$ cat src/rtl/core_wb_s_if.sv
// rtl/core_wb_s_if.sv - write-back stage bus: mem-stage inputs, L1D response, RF/retire outputs
interface core_wb_s_if;
   logic        wb_val_inst_in;
   logic [31:0] wb_alu_result_in;
   logic [31:0] wb_pc_4_in;
   logic        wb_mux_alu_mem_in;
   logic        wb_we_reg_file_in;
   logic [2:0]  wb_wb_sx_op_in;
   logic [4:0]  wb_rd_in;
   logic        l1d_ack_in;
   logic [31:0] l1d_rd_data_in;

   logic        wb_stall_out;
   logic        wb_rf_we_out;
   logic [4:0]  wb_rf_rd_out;
   logic [31:0] wb_rf_data_out;
   logic [31:0] wb2mem_bp_data_out;
   logic        wb2haz_we_out;
   logic [4:0]  wb2haz_rd_out;
   logic        wb_retire_out;
   logic [31:0] wb_retire_pc_out;
   logic [31:0] wb_instret_out;
   logic        wb_l1d_timeout_out;

   modport slave (
      input  wb_val_inst_in, wb_alu_result_in, wb_pc_4_in, wb_mux_alu_mem_in,
             wb_we_reg_file_in, wb_wb_sx_op_in, wb_rd_in, l1d_ack_in, l1d_rd_data_in,
      output wb_stall_out, wb_rf_we_out, wb_rf_rd_out, wb_rf_data_out,
             wb2mem_bp_data_out, wb2haz_we_out, wb2haz_rd_out, wb_retire_out,
             wb_retire_pc_out, wb_instret_out, wb_l1d_timeout_out
   );

   modport master (
      output wb_val_inst_in, wb_alu_result_in, wb_pc_4_in, wb_mux_alu_mem_in,
             wb_we_reg_file_in, wb_wb_sx_op_in, wb_rd_in, l1d_ack_in, l1d_rd_data_in,
      input  wb_stall_out, wb_rf_we_out, wb_rf_rd_out, wb_rf_data_out,
             wb2mem_bp_data_out, wb2haz_we_out, wb2haz_rd_out, wb_retire_out,
             wb_retire_pc_out, wb_instret_out, wb_l1d_timeout_out
   );
endinterface

$ cat src/rtl/core_wb_s.sv
// rtl/core_wb_s.sv - write-back stage: load extract/extend, L1D ack wait FSM, RF write and retire
module core_wb_s #(
   parameter int TIMEOUT = 255
) (
   input logic        clk,
   input logic        rst_n,
   core_wb_s_if.slave bus
);
   localparam int CW = (TIMEOUT > 255) ? $clog2(TIMEOUT + 1) : 8;
   localparam logic [CW-1:0] TO_LIM = CW'(TIMEOUT);

   typedef enum logic {
      IDLE     = 1'b0,
      WAIT_ACK = 1'b1
   } state_t;

   state_t        state, state_nxt;
   logic [CW-1:0] wait_cnt, wait_cnt_nxt;
   logic          timeout_hit;

   logic          load, done;
   logic [1:0]    addr;
   logic [7:0]    sel_byte;
   logic [15:0]   sel_half;
   logic [31:0]   ld_data, wr_data;

   logic          rf_we, retire, l1d_timeout;
   logic [4:0]    rf_rd;
   logic [31:0]   rf_data, retire_pc, instret;

   assign load = bus.wb_val_inst_in & bus.wb_mux_alu_mem_in;
   assign done = (bus.wb_val_inst_in & ~bus.wb_mux_alu_mem_in) | (load & bus.l1d_ack_in);
   assign addr = bus.wb_alu_result_in[1:0];

   // Stall is purely combinational so it also holds upstream while reset is asserted
   assign bus.wb_stall_out = load & ~bus.l1d_ack_in;

   always_comb begin
      state_nxt    = state;
      wait_cnt_nxt = wait_cnt;
      timeout_hit  = 1'b0;
      case (state)
         IDLE: begin
            wait_cnt_nxt = '0;
            if (load && !bus.l1d_ack_in) begin
               state_nxt = WAIT_ACK;
            end
         end
         WAIT_ACK: begin
            if (load && bus.l1d_ack_in) begin
               state_nxt    = IDLE;
               wait_cnt_nxt = '0;
            end else begin
               if (wait_cnt != '1) begin
                  wait_cnt_nxt = wait_cnt + 1'b1;
               end
               timeout_hit = (wait_cnt_nxt >= TO_LIM);
            end
         end
         default: begin
            state_nxt    = IDLE;
            wait_cnt_nxt = '0;
         end
      endcase
   end

   always_ff @(posedge clk or negedge rst_n) begin
      if (!rst_n) begin
         state       <= IDLE;
         wait_cnt    <= '0;
         l1d_timeout <= 1'b0;
      end else begin
         state    <= state_nxt;
         wait_cnt <= wait_cnt_nxt;
         if (timeout_hit) begin
            l1d_timeout <= 1'b1;
         end
      end
   end

   always_comb begin
      sel_byte = 8'h00;
      case (addr)
         2'd0: sel_byte = bus.l1d_rd_data_in[7:0];
         2'd1: sel_byte = bus.l1d_rd_data_in[15:8];
         2'd2: sel_byte = bus.l1d_rd_data_in[23:16];
         2'd3: sel_byte = bus.l1d_rd_data_in[31:24];
         default: sel_byte = 8'h00;
      endcase
      sel_half = addr[1] ? bus.l1d_rd_data_in[31:16] : bus.l1d_rd_data_in[15:0];
      case (bus.wb_wb_sx_op_in)
         3'b001:  ld_data = {{24{sel_byte[7]}}, sel_byte};
         3'b010:  ld_data = {{16{sel_half[15]}}, sel_half};
         3'b011:  ld_data = {24'h000000, sel_byte};
         3'b100:  ld_data = {16'h0000, sel_half};
         default: ld_data = bus.l1d_rd_data_in;
      endcase
      wr_data = bus.wb_mux_alu_mem_in ? ld_data : bus.wb_alu_result_in;
   end

   // Strobes drop when nothing completes; rd/data/pc keep the last retired values
   always_ff @(posedge clk or negedge rst_n) begin
      if (!rst_n) begin
         rf_we     <= 1'b0;
         rf_rd     <= 5'd0;
         rf_data   <= 32'h0000_0000;
         retire    <= 1'b0;
         retire_pc <= 32'h0000_0000;
         instret   <= 32'h0000_0000;
      end else if (done) begin
         rf_we     <= bus.wb_we_reg_file_in & (bus.wb_rd_in != 5'd0);
         rf_rd     <= bus.wb_rd_in;
         rf_data   <= wr_data;
         retire    <= 1'b1;
         retire_pc <= bus.wb_pc_4_in - 32'd4;
         instret   <= instret + 32'd1;
      end else begin
         rf_we  <= 1'b0;
         retire <= 1'b0;
      end
   end

   assign bus.wb_rf_we_out       = rf_we;
   assign bus.wb_rf_rd_out       = rf_rd;
   assign bus.wb_rf_data_out     = rf_data;
   assign bus.wb2mem_bp_data_out = rf_data;
   assign bus.wb2haz_we_out      = rf_we;
   assign bus.wb2haz_rd_out      = rf_rd;
   assign bus.wb_retire_out      = retire;
   assign bus.wb_retire_pc_out   = retire_pc;
   assign bus.wb_instret_out     = instret;
   assign bus.wb_l1d_timeout_out = l1d_timeout;
endmodule

$ cat src/flat_wrapper.sv
// flat-port wrapper written by rule: the top's interface ports become plain ports
module core_wb_s_flat 
#(
   parameter int TIMEOUT = 255
)
  (clk, rst_n, bus_wb_val_inst_in, bus_wb_alu_result_in, bus_wb_pc_4_in, bus_wb_mux_alu_mem_in, bus_wb_we_reg_file_in, bus_wb_wb_sx_op_in, bus_wb_rd_in, bus_l1d_ack_in, bus_l1d_rd_data_in, bus_wb_stall_out, bus_wb_rf_we_out, bus_wb_rf_rd_out, bus_wb_rf_data_out, bus_wb2mem_bp_data_out, bus_wb2haz_we_out, bus_wb2haz_rd_out, bus_wb_retire_out, bus_wb_retire_pc_out, bus_wb_instret_out, bus_wb_l1d_timeout_out);
  core_wb_s_if bus_i ();
  input logic clk;
  input logic rst_n;
  input wire logic [$bits(bus_i.wb_val_inst_in)-1:0] bus_wb_val_inst_in;
  input wire logic [$bits(bus_i.wb_alu_result_in)-1:0] bus_wb_alu_result_in;
  input wire logic [$bits(bus_i.wb_pc_4_in)-1:0] bus_wb_pc_4_in;
  input wire logic [$bits(bus_i.wb_mux_alu_mem_in)-1:0] bus_wb_mux_alu_mem_in;
  input wire logic [$bits(bus_i.wb_we_reg_file_in)-1:0] bus_wb_we_reg_file_in;
  input wire logic [$bits(bus_i.wb_wb_sx_op_in)-1:0] bus_wb_wb_sx_op_in;
  input wire logic [$bits(bus_i.wb_rd_in)-1:0] bus_wb_rd_in;
  input wire logic [$bits(bus_i.l1d_ack_in)-1:0] bus_l1d_ack_in;
  input wire logic [$bits(bus_i.l1d_rd_data_in)-1:0] bus_l1d_rd_data_in;
  output wire logic [$bits(bus_i.wb_stall_out)-1:0] bus_wb_stall_out;
  output wire logic [$bits(bus_i.wb_rf_we_out)-1:0] bus_wb_rf_we_out;
  output wire logic [$bits(bus_i.wb_rf_rd_out)-1:0] bus_wb_rf_rd_out;
  output wire logic [$bits(bus_i.wb_rf_data_out)-1:0] bus_wb_rf_data_out;
  output wire logic [$bits(bus_i.wb2mem_bp_data_out)-1:0] bus_wb2mem_bp_data_out;
  output wire logic [$bits(bus_i.wb2haz_we_out)-1:0] bus_wb2haz_we_out;
  output wire logic [$bits(bus_i.wb2haz_rd_out)-1:0] bus_wb2haz_rd_out;
  output wire logic [$bits(bus_i.wb_retire_out)-1:0] bus_wb_retire_out;
  output wire logic [$bits(bus_i.wb_retire_pc_out)-1:0] bus_wb_retire_pc_out;
  output wire logic [$bits(bus_i.wb_instret_out)-1:0] bus_wb_instret_out;
  output wire logic [$bits(bus_i.wb_l1d_timeout_out)-1:0] bus_wb_l1d_timeout_out;
  assign bus_i.wb_val_inst_in = bus_wb_val_inst_in;
  assign bus_i.wb_alu_result_in = bus_wb_alu_result_in;
  assign bus_i.wb_pc_4_in = bus_wb_pc_4_in;
  assign bus_i.wb_mux_alu_mem_in = bus_wb_mux_alu_mem_in;
  assign bus_i.wb_we_reg_file_in = bus_wb_we_reg_file_in;
  assign bus_i.wb_wb_sx_op_in = bus_wb_wb_sx_op_in;
  assign bus_i.wb_rd_in = bus_wb_rd_in;
  assign bus_i.l1d_ack_in = bus_l1d_ack_in;
  assign bus_i.l1d_rd_data_in = bus_l1d_rd_data_in;
  assign bus_wb_stall_out = bus_i.wb_stall_out;
  assign bus_wb_rf_we_out = bus_i.wb_rf_we_out;
  assign bus_wb_rf_rd_out = bus_i.wb_rf_rd_out;
  assign bus_wb_rf_data_out = bus_i.wb_rf_data_out;
  assign bus_wb2mem_bp_data_out = bus_i.wb2mem_bp_data_out;
  assign bus_wb2haz_we_out = bus_i.wb2haz_we_out;
  assign bus_wb2haz_rd_out = bus_i.wb2haz_rd_out;
  assign bus_wb_retire_out = bus_i.wb_retire_out;
  assign bus_wb_retire_pc_out = bus_i.wb_retire_pc_out;
  assign bus_wb_instret_out = bus_i.wb_instret_out;
  assign bus_wb_l1d_timeout_out = bus_i.wb_l1d_timeout_out;
  core_wb_s #(.TIMEOUT(TIMEOUT)) u_core (.clk(clk), .rst_n(rst_n), .bus(bus_i));
endmodule
$ cat config.mk
export PLATFORM = sky130hd
export DESIGN_NAME = core_wb_s_flat
export DESIGN_NICKNAME = d
export VERILOG_FILES = /design/src/rtl/core_wb_s_if.sv /design/src/rtl/core_wb_s.sv /design/src/flat_wrapper.sv
export SDC_FILE = /design/constraint.sdc
export NUM_CORES = 1
export LEC_CHECK = 0
export ABC_AREA = 1
export BUFFER_PORTS_ARGS = -buffer_cell sky130_fd_sc_hd__buf_2
export CAP_MARGIN = 20
export CORE_MARGIN = 4
export CORE_UTILIZATION = 51
export DETAILED_ROUTE_END_ITERATION = 7
export PLACE_DENSITY = 0.93
export SLEW_MARGIN = 20
export SYNTH_ARGS = -nofsm -noshare
export SYNTH_HDL_FRONTEND = slang
export SYNTH_SLANG_ARGS = --single-unit
$ cat constraint.sdc
create_clock -name clk -period 1.96 [get_ports clk]
set_input_delay 0.294 -clock clk [delete_from_list [all_inputs] [get_ports clk]]
set_output_delay 0.294 -clock clk [all_outputs]
set_load 0.02 [all_outputs]
* Word level (Yosys, flattened, before mapping)
Index checks and enable logic that the tools add are counted.
** Cells by class
- Add/sub/neg operators :: 3
- Order comparisons :: 1
- Equality and inequality tests :: 8
- Mux-type cells :: 16
- Bitwise operators :: 9
- Reduce and logical (&&, ||, !) cells :: 5
** Operator list (count)
- $pmux W32 S4 :: 1
- $add A32 B1 Y32 const B :: 1
- $mux W32 :: 1
- $mux W8 :: 4
- $pmux W8 S4 :: 1
- $sub A32 B3 Y32 const B :: 1
- $mux W16 :: 1
- $pmux W8 S2 :: 1
- $add A8 B1 Y8 const B :: 1
- $ge A8 B8 Y1 const B :: 1
- $ne A8 B8 Y1 const B :: 1
- $eq A3 B2 Y1 const B :: 2
- $mux W1 :: 6
- $and A1 B1 Y1 :: 5
- $reduce_bool A5 Y1 :: 1
- $eq A2 B2 Y1 const B :: 2
- $eq A3 B1 Y1 const B :: 1
- $eq A3 B3 Y1 const B :: 1
- $not A1 Y1 :: 3
- $eq A2 B1 Y1 const B :: 1
- $logic_and A1 B1 Y1 :: 2
- $logic_not A2 Y1 :: 1
- $pmux W1 S2 :: 1
- $logic_not A1 Y1 :: 1
- $or A1 B1 Y1 :: 1
** Word-level totals
- Flip-flop bits (word level) :: 113
- Bits of input ports :: 110
- Output and inout bits :: 143
- Word-level logic and storage cells :: 51

* Logic depth before layout (Yosys ltp)
Gate-level depths: netlist of run 1.
- Depth in word-level cells :: 7
- Gate-level depth with buffers :: 11
- Gate-level depth less buffers :: 11

* Worst setup path after synthesis of run 1
No wires, ideal clock.
- Path type :: register to register
- From :: register u_core.instret[1], in the netlist u_core.bus.wb_instret_out[1]
- To :: register u_core.instret[12], in the netlist u_core.bus.wb_instret_out[12]
- Library setup time :: 80 ps
- Arrival :: 1605 ps
- Data required time :: 1880 ps
- Setup slack :: 275 ps
- Stages on the path, launching flop included :: 9
- Path buffers :: 0
- Period minus slack after synthesis :: 1685 ps
- Cells stage by stage :: dfrtp_1 > ha_1 > nand3_1 > nor2_2 > nand2_1 > nor2_2 > nand2_1 > nor2_1 > xor2_1
** On the way
- Cells in the longest elaborated chain, start to end :: 1
** RTL lines
- from (decl) :: line core_wb_s.sv:29 : logic [31:0] rf_data, retire_pc, instret;
- from (signal assigned) :: line core_wb_s.sv:116 : instret <= instret + 32'd1;
- $add A32 B1 Y32 :: line core_wb_s.sv:116
No other way between the ends.
A chain may end at the register's enable or synchronous reset.

* Worst setup path in the final report of run 1
- From :: register u_core.wait_cnt[0]
- To :: register u_core.l1d_timeout, in the netlist u_core.bus.wb_l1d_timeout_out
** On the way
- Cells in the longest elaborated chain, start to end :: 7
- Elaborated cells between the ends (all ways) :: 8
- Classes of those cells :: add/sub (1); order compare (1); eq/ne (1); mux (5)
** RTL lines
- from (decl) :: line core_wb_s.sv:18 : logic [CW-1:0] wait_cnt, wait_cnt_nxt;
- from (signal assigned) :: line core_wb_s.sv:74 : wait_cnt <= wait_cnt_nxt;
- $add A8 B1 Y8 or $ne A8 B8 Y1 (tied branches) :: line core_wb_s.sv:55, core_wb_s.sv:54
- $mux W8 * :: line core_wb_s.sv:54 : if (wait_cnt != '1) begin
- $mux W8 * :: line core_wb_s.sv:50 : if (load && bus.l1d_ack_in) begin
- $mux W8 * :: line core_wb_s.sv:42 : case (state)
- $ge A8 B8 Y1 * :: line core_wb_s.sv:57 : timeout_hit = (wait_cnt_nxt >= TO_LIM);
- $mux W1 * :: line core_wb_s.sv:50
- $mux W1 * :: line core_wb_s.sv:42
- to (signal assigned) :: line core_wb_s.sv:71 : l1d_timeout <= 1'b0;
- to (signal assigned) :: line core_wb_s.sv:76 : l1d_timeout <= 1'b1;
- to (decl) :: line core_wb_s.sv:27 : logic rf_we, retire, l1d_timeout;
Mark *: on every way between the ends. The rest lies on a longest branch, timed or not. The select of a mux whose other input is x is not followed.

==> results of run 1 <==
layout make-up:
type                       instances  share of cell area, %
multi-input combinational        763                   39.9
clock buffer                      23                   5.52
sequential                       113                   32.0
inverter                          58                   2.46
clock inverter                     9                   1.46
timing repair buffer             263                   16.1
tap                              176                   2.49
cell families after synthesis:
| family | synth area share [%] |
|---|---|
| AO/OA/AOI/OAI | 6.90 |
| XOR/XNOR | 5.13 |
| adder cells (fa/ha/maj) | 0.536 |
| buffers and inverters | 9.33 |
| flip-flops | 40.4 |
| multiplexers | 0.161 |
| AND/OR/NAND/NOR | 37.6 |
routing by layer:
layer | vias to the layer above | part of all wire [%] | wire [um]
li1 | 3557 | - | -
met1 | 3436 | 42 | 8880
met3 | 43 | 7.8 | 1670
met4 | 2 | 2.1 | 448
met5 | - | 0.033 | 7
met2 | 375 | 48 | 10300
Yosys cell counts, drive strengths merged, types with 7 or more instances:
master | number | area share (%)
a21oi | 18 | 1.3
dfrtp | 113 | 40
buf | 52 | 5.4
nand2 | 379 | 21
inv | 56 | 3.0
xor2 | 27 | 3.4
nand3 | 56 | 4.3
o211ai | 7 | 0.75
nor2 | 165 | 9.3
xnor2 | 14 | 1.8
nor3 | 10 | 0.88
clkbuf | 16 | 0.86
nand4 | 9 | 0.80
o21ai | 47 | 3.4
power by group:
group / total, mW / internal [mW] / leakage (nW) / switching [mW]
Clock: 3.23 / 2.13 / 0.299 / 1.10
Combinational: 2.10 / 0.700 / 2.94 / 1.40
Sequential: 2.95 / 2.65 / 1.42 / 0.300
Total: 8.28 / 5.47 / 4.66 / 2.81
worst reg2reg max path, delay by kind of cell, from the launching register on:
| kind | cells | cell delay (ps) |
|---|---|---|
| adder cells (fa/ha/maj) | 1 | 220 |
| buffers and inverters | 2 | 130 |
| flip-flops | 1 | 390 |
| AND/OR/NAND/NOR | 8 | 940 |
flip-flops by register name, indices dropped and copies added (netlist names), named ones only:
name                           flops
u_core.bus.wb_retire_out           1
u_core.bus.wb2haz_rd_out           5
u_core.bus.wb_retire_pc_out       32
u_core.bus.wb_l1d_timeout_out      1
u_core.bus.wb2mem_bp_data_out     32
u_core.bus.wb_instret_out         32
u_core.bus.wb2haz_we_out           1
u_core.wait_cnt                    8
path summary, 6_finish.rpt:
path                                          startpoint                             end  cells past startpoint
max reg2reg                           u_core.wait_cnt[0]   u_core.bus.wb_l1d_timeout_out                     11
min in group asynchronous                          rst_n              u_core.wait_cnt[2]                      2
min reg2reg                u_core.bus.wb_l1d_timeout_out   u_core.bus.wb_l1d_timeout_out                      2
min                                    bus_wb_pc_4_in[1]  u_core.bus.wb_retire_pc_out[1]                      3
max                                   u_core.wait_cnt[0]   u_core.bus.wb_l1d_timeout_out                     11
max in group asynchronous                          rst_n   u_core.bus.wb_instret_out[15]                      3
timing repair:
action,in CTS,in global routing
hold endpoints to repair,15,0
hold buffers,1,0
gates resized for setup,0,0
per-stage QoR:
step	setup WS, ps	hold slack (ps)	utilization [%]	instance area (um2)
detailed placement	176	188	61.5	8210
CTS	221	82.3	66.2	8830
global placement	234	189	61.5	8210
finish	215	90.2	66.2	8830
global route	39.8	95.0	66.2	8830
floorplan	275	-1.59	-	7000
==> flow_summary.yaml, run 1 <==
setup_path:
  slowest_stage: "dfrtp_1"
  critPathBufInv: 2
  required_ps: 2310
  critical_path.top_delay_family: "simple AND/OR/NAND/NOR gates"
  cp-end-kind: "register"
  cp-start-kind: "register"
  cp_cell_sequence: "ha_1 -> inv_1 -> nor2_2 -> nand2_1 -> nand2_1 -> nand2_1 -> inv_1 -> nand3_1 -> nor2_1 -> nand3_1 -> nand2_1"
  crit_top_cell: "nand2_1"
  arrival_ps: 2090
  crit_path_max_incr_delay_ps: 390
  r2r_slack_ps: 220
  critical_path_class: "reg -> reg"
  path_max_fanout: 9
global_route:
  use_met3_pct: 6.27
  grt_overflow: 0
  grt_pass1_vias: 6887
  grt_max_degree: 71
  grt_use_total_pct: 26.8
  use_met1_pct: 34.6
  use_met2_pct: 44.4
  antenna_found_initial: 1
  top_usage_layer: "met2"
  grt_pass1_wl_um: 34200
final_layout:
  areaGrowthSynthToFinish_pct: 26.1
  layout_commonest_cell: "nand2_1"
  seq_area_mm2: 0.00283
  n_fill_cell: 1172
  antennaDiodeCount: 0
  drive_above_1_share_pct: 26.4
  layout.nets: 1329
  layout_common_cells: "365 x nand2_1, 251 x buf_2, 157 x nor2_1"
  multiInputGateArea_mm2: 0.00353
  final_cells: 1405
die:
  num_rows: 42
  dieWidth_um: 125
  core_area_mm2: 0.0133
  dieArea_mm2: 0.0157
  fp.dieH_um: 125
  initial_utilization_pct: 52.5
  io_pins: 253
timing:
  fin_crit_ps: 1740
  final-hold-violation-count: 0
  finalClockSkew_ps: 11.0
  rsz0062_at_grt: "false"
  setup_viol: 0
  worst_pin_slew_ps: 484
  fin_crit_sh_pct: 89.0
  setup_tns_ps: 0
  slew_headroom_pct: 67.5
  max_freq_mhz: 573
  slew_viol_final: 0
route:
  wl_per_cell_um: 15.2
  drc_errors: 0
  final_antenna_net_count: 0
  viasPerCell: 5.28
  drt_iter0_drc: 564
  num_vias: 7413
  first_pass_iters: 5
  wl_um: 21300
clock_network:
  clkTransAtPathRegs_ps: 60
  root_buffer: "clkbuf_16"
  cts.sink_count: 113
  cts_buffer_depth: 2
  cts_tree: "built"
  cts_setup_buffers: 0
  numCtsBuffers: 17
  clk_latency_ps: 420
  cts.htree.levels: 4
synthesis:
  yosysWarningCount: 0
  ys.flop_type: "dfrtp_1"
  synth-edff-count: 0
  synth.net_count: 1115
  ys_types: 38
  seq_area_frac_synth_pct: 40.4
  synth-seq-cells: 113
  netlist_area_mm2: 0.00700
  syn_avg_cell_area_um2: 6.99
  synthArstFlopShare_pct: 100
  synthCells: 1002
placed_design:
  portBuffers: 252
  dp.final_hpwl_um: 15900
  dp_cells: 1372
  gp_congestion: 0.954
pwr:
  power_mw: 8.28
  power.density_mw_per_mm2: 938
  p_leak_nw: 4.66
  peakVddDrop_uv: 672
worst_hold_path:
  hold_class: "in -> reg"
outcome:
  outcome: "complete, no violations"
run:
  drv_cap: 0
Power figures use the tool's default switching activity.
==> inputs of run 2 (changes only) <==
--- a/config.mk
+++ b/config.mk
@@ -11,7 +11,7 @@
 export CORE_MARGIN = 4
 export CORE_UTILIZATION = 51
 export DETAILED_ROUTE_END_ITERATION = 7
-export PLACE_DENSITY = 0.93
+export PLACE_DENSITY = 0.91
 export SLEW_MARGIN = 20
 export SYNTH_ARGS = -nofsm -noshare
 export SYNTH_HDL_FRONTEND = slang
==> flow_summary.yaml, run 2 (same netlist as run 1, synthesis figures left out) <==
outcome:
  outcome: "complete, no violations"
pwr:
  p_leak_nw: 4.64
  power.density_mw_per_mm2: 918
  peakVddDrop_uv: 608
  power_mw: 8.07
die:
  dieWidth_um: 125
  fp.dieH_um: 125
  io_pins: 253
  num_rows: 42
  initial_utilization_pct: 52.5
  dieArea_mm2: 0.0157
  core_area_mm2: 0.0133
route:
  num_vias: 7304
  wl_per_cell_um: 15.2
  drc_errors: 0
  viasPerCell: 5.19
  wl_um: 21300
  first_pass_iters: 5
  drt_iter0_drc: 525
  final_antenna_net_count: 0
final_layout:
  utilization_pct: 65.9
  final_cells: 1407
  layout.nets: 1331
  areaGrowthSynthToFinish_pct: 25.6
  antennaDiodeCount: 0
  layout_common_cells: "364 x nand2_1, 251 x buf_2, 157 x nor2_1"
  layout_commonest_cell: "nand2_1"
  design_area_mm2: 0.00879
  drive_above_1_share_pct: 26.6
clock_network:
  root_buffer: "clkbuf_16"
  cts_buffer_depth: 2
  clkTransAtPathRegs_ps: 50
  cts_tree: "built"
  cts.sink_count: 113
  numCtsBuffers: 17
  cts.htree.levels: 4
  clk_latency_ps: 420
setup_path:
  cp-start-kind: "register"
  reg2reg_depth: 6
  arrival_ps: 2090
  critical_path_class: "reg -> reg"
  r2r_slack_ps: 210
  r2r_end: "u_core.bus.wb_instret_out[16]"
  r2r-start: "u_core.bus.wb_instret_out[1]"
  path_max_fanout: 5
  cp-end-kind: "register"
  required_ps: 2290
worst_hold_path:
  hold_depth: 3
  min-delay-start: "bus_wb_pc_4_in[0]"
  hold_class: "in -> reg"
  hold_end: "u_core.bus.wb_retire_pc_out[0]"
timing:
  setup_viol: 0
  slew_headroom_pct: 59.8
  finalClockSkew_ps: 8.59
  setup_tns_ps: 0
  max_freq_mhz: 571
  fin_crit_sh_pct: 89.3
  final-hold-violation-count: 0
  slew_viol_final: 0
  fin_crit_ps: 1750
  worst_pin_slew_ps: 603
  rsz0062_at_grt: "false"
global_route:
  grt_max_degree: 95
  grt_overflow: 0
  grt_use_total_pct: 27.1
  grt_pass1_vias: 7049
  grt_pass1_wl_um: 34600
  antenna_found_initial: 1
placed_design:
  portBuffers: 252
  dp.final_hpwl_um: 16200
  dp_cells: 1374
  gp_congestion: 0.954
  placed_cell_area_mm2: 0.00820
run:
  drv_cap: 0
-- run 2: routing by layer --
layer	vias up	track usage [%]	routed length [um]
met3	38	5.84	1670
li1	3558	-	-
met4	2	9.38	320
met1	3382	35.1	8800
met2	324	45.3	10500
met5	-	0	8
-- run 2: worst max-delay path: stages (launching register included) --
cell     delay (ps)
dfrtp_1         430
ha_1            270
nand3_1         180
nor3_1          320
nand3_1         160
xor2_1          170
o21ai_0         140
-- run 2: repair_timing --
action,4_1_cts,5_1_grt
gates resized for setup,0,1
buffers inserted,0,0
endpoints found under the setup margin,0,1
hold endpoints to repair,38,0
hold buffers,1,0
-- run 2: layout make-up --
| class | count | area (um2) |
|---|---|---|
| multi-input combinational | 763 | 3530 |
| clock inverter | 10 | 109 |
| sequential | 113 | 2830 |
| fill | 1194 | 4560 |
| tap | 176 | 220 |
| timing repair buffer | 265 | 1410 |
| inverter | 58 | 218 |
| clock buffer | 22 | 474 |
-- run 2: through the flow --
step           hold slack, ps  worst slack [ps]
2_1_floorplan           -1.59               275
3_3_place_gp              337               245
3_5_place_dp              344               192
4_1_cts                  68.3               147
5_1_grt                  91.6              18.0
6_report                 84.7               209
-- run 2: how the worst max path moves through the flow --
stage | startpoint | endpoint | slack, ps | depth (start not counted)
4_1_cts | u_core.wait_cnt[0] | u_core.bus.wb_l1d_timeout_out | 150 | 11
5_1_grt | u_core.wait_cnt[0] | u_core.bus.wb_l1d_timeout_out | 20 | 11
3_5_place_dp | bus_wb_alu_result_in[1] | u_core.bus.wb2mem_bp_data_out[18] | 190 | 10
6_report | u_core.bus.wb_instret_out[1] | u_core.bus.wb_instret_out[16] | 210 | 6
2_1_floorplan | u_core.bus.wb_instret_out[1] | u_core.bus.wb_instret_out[12] | 280 | 8
3_3_place_gp | bus_wb_alu_result_in[1] | u_core.bus.wb2mem_bp_data_out[31] | 250 | 10
-- run 2: report_power, final --
group | switching [mW] | leakage [nW] | internal [mW]
Clock | 1.09 | 0.286 | 1.96
Sequential | 0.306 | 1.42 | 2.65
Combinational | 1.39 | 2.94 | 0.685
